<file path="src/rtl/seq_mul_w.sv">
// seq_mul_w: radix-2 shift-add sequential multiplier, W-bit operands, 2W-bit product.
// Operands are unsigned or two's-complement (chosen per transaction by sgn). Signed
// operands are reduced to magnitudes on capture, and the sign is reapplied when the
// product is stored. Latency is always W cycles from acceptance to out_valid.
module seq_mul_w #(
    parameter int W = 4
) (
    input  logic           clk,
    input  logic           rst_n,
    input  logic           in_valid,
    output logic           in_ready,
    input  logic [W-1:0]   a,
    input  logic [W-1:0]   b,
    input  logic           sgn,
    output logic           out_valid,
    input  logic           out_ready,
    output logic [2*W-1:0] p,
    output logic           busy
);

    // Counter must hold the value W itself.
    localparam int CW = $clog2(W + 1);

    typedef enum logic [1:0] {
        IDLE = 2'd0,
        RUN  = 2'd1,
        DONE = 2'd2
    } state_t;

    state_t         state_reg;
    state_t         state_next;
    logic [CW-1:0]  cnt_reg;
    logic [W-1:0]   mcand_reg;
    // Upper half: running partial sum. Lower half: multiplier bits not yet consumed.
    // The carry out of each add is the extra bit of the 2W+1 accumulator; it is shifted
    // straight back into the 2W-bit register, so it never needs its own flop.
    logic [2*W-1:0] acc_reg;
    logic           neg_reg;
    logic [2*W-1:0] p_reg;

    logic           accept;
    logic           take;
    logic           last_iter;
    logic [W-1:0]   a_mag;
    logic [W-1:0]   b_mag;
    logic [W:0]     sum;
    logic [2*W-1:0] acc_next;
    logic [2*W-1:0] prod_final;

    assign accept    = (state_reg == IDLE) && in_valid;
    assign take      = (state_reg == DONE) && out_ready;
    assign last_iter = (state_reg == RUN) && (cnt_reg == CW'(1));

    // |-2^(W-1)| = 2^(W-1) still fits in W unsigned bits, so negation cannot overflow.
    assign a_mag = (sgn && a[W-1]) ? -a : a;
    assign b_mag = (sgn && b[W-1]) ? -b : b;

    // One shift-add step: add multiplicand to the upper half when the multiplier LSB is set,
    // then shift the whole accumulator (carry included) right by one.
    assign sum        = {1'b0, acc_reg[2*W-1:W]} + (acc_reg[0] ? {1'b0, mcand_reg} : '0);
    assign acc_next   = {sum, acc_reg[W-1:1]};
    assign prod_final = neg_reg ? -acc_next : acc_next;

    // State register; reset aborts any multiply in flight.
    always_ff @(posedge clk or negedge rst_n) begin
        if (!rst_n) begin
            state_reg <= IDLE;
        end else begin
            state_reg <= state_next;
        end
    end

    // Next-state logic.
    always_comb begin
        state_next = state_reg;
        case (state_reg)
            IDLE:    if (accept) state_next = RUN;
            RUN:     if (last_iter) state_next = DONE;
            DONE:    if (take) state_next = IDLE;
            default: state_next = IDLE;
        endcase
    end

    // Handshake outputs decode from the state register only.
    always_comb begin
        in_ready  = 1'b0;
        out_valid = 1'b0;
        busy      = 1'b1;
        case (state_reg)
            IDLE: begin
                in_ready = 1'b1;
                busy     = 1'b0;
            end
            DONE:    out_valid = 1'b1;
            default: ;
        endcase
    end

    // Datapath: capture operands, iterate W times, store the signed/unsigned product once.
    always_ff @(posedge clk or negedge rst_n) begin
        if (!rst_n) begin
            cnt_reg   <= '0;
            mcand_reg <= '0;
            acc_reg   <= '0;
            neg_reg   <= 1'b0;
            p_reg     <= '0;
        end else if (accept) begin
            cnt_reg   <= CW'(W);
            mcand_reg <= a_mag;
            acc_reg   <= {{W{1'b0}}, b_mag};
            neg_reg   <= sgn & (a[W-1] ^ b[W-1]);
        end else if (state_reg == RUN) begin
            cnt_reg <= cnt_reg - CW'(1);
            acc_reg <= acc_next;
            if (last_iter) begin
                p_reg <= prod_final;
            end
        end
    end

    assign p = p_reg;

endmodule
</file>
<file path="config.mk">
export PLATFORM = sky130hd
export DESIGN_NAME = seq_mul_w
export DESIGN_NICKNAME = d
export VERILOG_FILES = /design/src/rtl/seq_mul_w.sv
export SDC_FILE = /design/constraint.sdc
export NUM_CORES = 1
export LEC_CHECK = 0
export ABC_CLOCK_PERIOD_IN_PS = 2450
export CORE_ASPECT_RATIO = 0.5
export CORE_MARGIN = 4
export CORE_UTILIZATION = 50
export CTS_CLUSTER_SIZE = 30
export DETAILED_ROUTE_END_ITERATION = 10
export PLACE_DENSITY = 0.75
export SETUP_SLACK_MARGIN = 0.15
export SLEW_MARGIN = 20
export SYNTH_ARGS = -nofsm -noshare
export SYNTH_HDL_FRONTEND = slang
export SYNTH_SLANG_ARGS = --single-unit
</file>
<file path="constraint.sdc">
create_clock -name clk -period 2.45 [get_ports clk]
set_input_delay 0.735 -clock clk [delete_from_list [all_inputs] [get_ports clk]]
set_output_delay 0.735 -clock clk [all_outputs]
set_load 0.02 [all_outputs]
</file>
==> summary.txt <==
Run status
  – Status: finished clean

Floorplan
  – Die extent in y: roughly 47 microns
  – Die Wd: roughly 86 microns
  – FP Rows: 13
  – Die ar.: between 4000 and 5000 sq um
  – Initial Util: 0.554
  – Core Region: 2750 sq um
  – I/O pin cnt: 24

STA
  – Unrepaired setup endpoints after global routing: yes
  – Final setup viols: 0
  – Final Max Slew Viols: 0
  – Slew @ Worst Pin: 0.339 ns
  – Sum Neg Setup Slack: 0 ns
  – Tcrit/Tclk final: 0.915
  – Relative slew slack: 0.774
  – Fmax: between 400 and 500 MHz
  – Minimum clock period: 2.24 ns
  – Setup Skew: 0.00826 ns
  – Setup WS post-layout: 0.208 ns
  – Final hold violation count: 0

Place
  – PortBufs: 23
  – DP Worst Slack: 0.203 ns
  – Detailed Place HPWL: 2360 microns
  – GP Congestion: approximately 0.83
  – Placed Area: 1810 sq um

Drt
  – Drt pass-1 iters: 4
  – DRC: 0
  – DR WL/cell: ~13 microns
  – DR iter-0 viols: 62
  – Vias per cell: roughly 5.4
  – Drt total wl: slightly above 3000 microns
  – Via count: roughly 1200
  – Antenna viol nets, final: 0

Global routing
  – GRT overflow: 0
  – Antenna violations before repair: 0
  – First-pass GRT wire length: 5240 microns
  – Largest net degree at the start of global routing: 27
  – Overall Global Routing Usage: 0.171
  – Vias in the first global route: 1189

Cells and area
  – Area grow syn2layout: 23.4%
  – Layout Nets: approximately 210
  – # diodes: 0
  – Post-route cell area: about 1900 sq um
  – Share of layout cells above drive strength 1: 0.0899

Logic synthesis
  – Syn Inst Count: 163
  – Cell variety after synth: 39
  – Yosys synthesis warning count: 0
  – Count leader, synth: nand2_1
  – Area contributors post-synth: dfrtp_1 43%, ha_1 7.4%, nand2_1 6.9%, o21ai_0 4.3%, inv_1 3.5%
  – Mean post-synth cell area: a little over 9 sq um
  – Mapped Area: between 1500 and 2000 sq um
  – Post-synth EDFFs: 0
  – Commonest cells in the netlist: 28 x nand2_1, 26 x dfrtp_1, 14 x inv_1
  – Asr flop ratio synth: 1.00
  – Dominant cell type by area after synthesis: dfrtp_1
  – Post-Syn Nets: roughly 190
  – Top cell type's share of synthesized area: 0.427
  – Number of synthesized register bits: 26
  – Sequential cell area fraction in the yosys report: 0.427
  – Most used DFF post-synth: dfrtp_1

CTS
  – TritonCTS buffer count: 3
  – Max clock buf depth: 2
  – Root Driver: clkbuf_8
  – Clk Latency, worst-skew pair: roughly 0.27 ns
  – CTS Hold Buffers Added: 0
  – Cts repair resizes: 2
  – Clock transition at path regs: around 0.08 ns
  – # Post-CTS Setup Buffers: 0
  – H-Tree Depth: 1
  – CTS tree: done
  – Clock sink count: 26

Worst setup path
  – Startpoint types: flop
  – FF-to-FF Start: acc_reg[0]
  – Sequence of cells on the critical path: nor2_1 > inv_1 > clkdlybuf4s50_1
  – CP max stage delay: 0.59 ns
  – Worst reg-to-reg setup slack: roughly 0.25 ns
  – CP arrival: ~1.5 ns
  – Worst setup EP type: output pin
  – Kind of critical path: flop to output pin
  – Reg2reg path depth: 7
  – Max FO, Critical Path: 8
  – Critical path required time: 1.71 ns
  – Crit-path slowest cell: clkdlybuf4s50_1
  – RR Endpoint: p[6]

Power
  – Tot Pwr: roughly 0.0021 W
  – Pleak: between 0.8 and 0.9 nW
  – Peak supply drop: 0.567 mV
  – PD cells: ~1100 nW/um^2

Worst hold path
  – WHS Endpoint: mcand_reg[0]
  – HP Start: mcand_reg[0]
  – Hold Path Stages: 2
  – Worst Hold Class: flop to flop

Flow run
  – Max cap viols: 0
==> worst max-delay path: cells and delay by family (launching register included) <==
| family | cells | cell delay [ns] |
|---|---|---|
| buffers and inverters | 2 | 0.65 |
| DFF | 1 | 0.48 |
| and+or+nand+nor | 1 | 0.11 |
==> logic make-up (layout without fill, tap and decap cells) <==
kind of cell	Yosys count	count (layout)	synth area share
DFF	26	26	0.427
xor gates and xnor gates	9	9	0.0657
muxes	3	3	0.0205
adders and majority gates	10	10	0.0871
AOI/OAI and AO/OA	45	45	0.182
buffers and inverters	19	45	0.0485
and+or+nand+nor	51	51	0.168
==> placed cells by master, fill, tap and decap left out, types with 5 or more instances in the layout <==
| master | netlist | routed |
|---|---|---|
| and2_1 | 5 | 5 |
| inv_1 | 14 | 14 |
| ha_1 | 9 | 9 |
| o21ai_1 | 9 | 9 |
| clkdlybuf4s50_1 | 0 | 21 |
| dfrtp_1 | 26 | 25 |
| nand2_1 | 28 | 28 |
| o21ai_0 | 13 | 13 |
| a21oi_1 | 6 | 6 |
==> stage by stage <==
step | util | hold slack (ns) | instances
3_3_place_gp | 0.658 | 0.461 | 222
5_1_grt | 0.684 | 0.519 | 226
2_1_floorplan | - | 0.439 | 163
3_5_place_dp | 0.658 | 0.466 | 222
4_1_cts | 0.678 | 0.486 | 226
6_report | 0.684 | 0.483 | 226
==> worst max-delay path by stage <==
| stage | start | end | slack [ns] | depth (start not counted) |
|---|---|---|---|---|
| 2_1_floorplan | acc_reg[0] | p[6] | 0.34 | 7 |
| 6_report | state_reg[0] | busy | 0.21 | 3 |
| 5_1_grt | state_reg[0] | busy | 0.11 | 3 |
| 4_1_cts | state_reg[1] | out_valid | 0.17 | 3 |
| 3_3_place_gp | acc_reg[0] | p[6] | 0.28 | 7 |
| 3_5_place_dp | acc_reg[0] | p[6] | 0.20 | 7 |
==> cell type report <==
type	instances	area, sq um
repair buffers	27	262
multi-input cells	118	812
inverters	14	52.6
fillers	225	870
clock buffers	4	55.1
well taps	37	46.3
flip-flops and latches	26	652
==> power by group <==
| part | total [W] | internal [W] | switching, W | leakage [nW] |
|---|---|---|---|---|
| sequential | 0.000765 | 0.000606 | 0.000159 | 0.332 |
| clock | 0.000276 | 0.000144 | 0.000132 | 0.0288 |
| combinational | 0.00101 | 0.000474 | 0.000540 | 0.510 |
| total | 0.00206 | 0.00122 | 0.000832 | 0.871 |
==> per-layer routing <==
layer  global-route usage  wire length [microns]
met3               0.0420                    229
met1                0.231                   1490
met2                0.288                   1280
met5                    0                      0
met4               0.0379                     22
No activity file was read; power rests on OpenSTA's default activity.
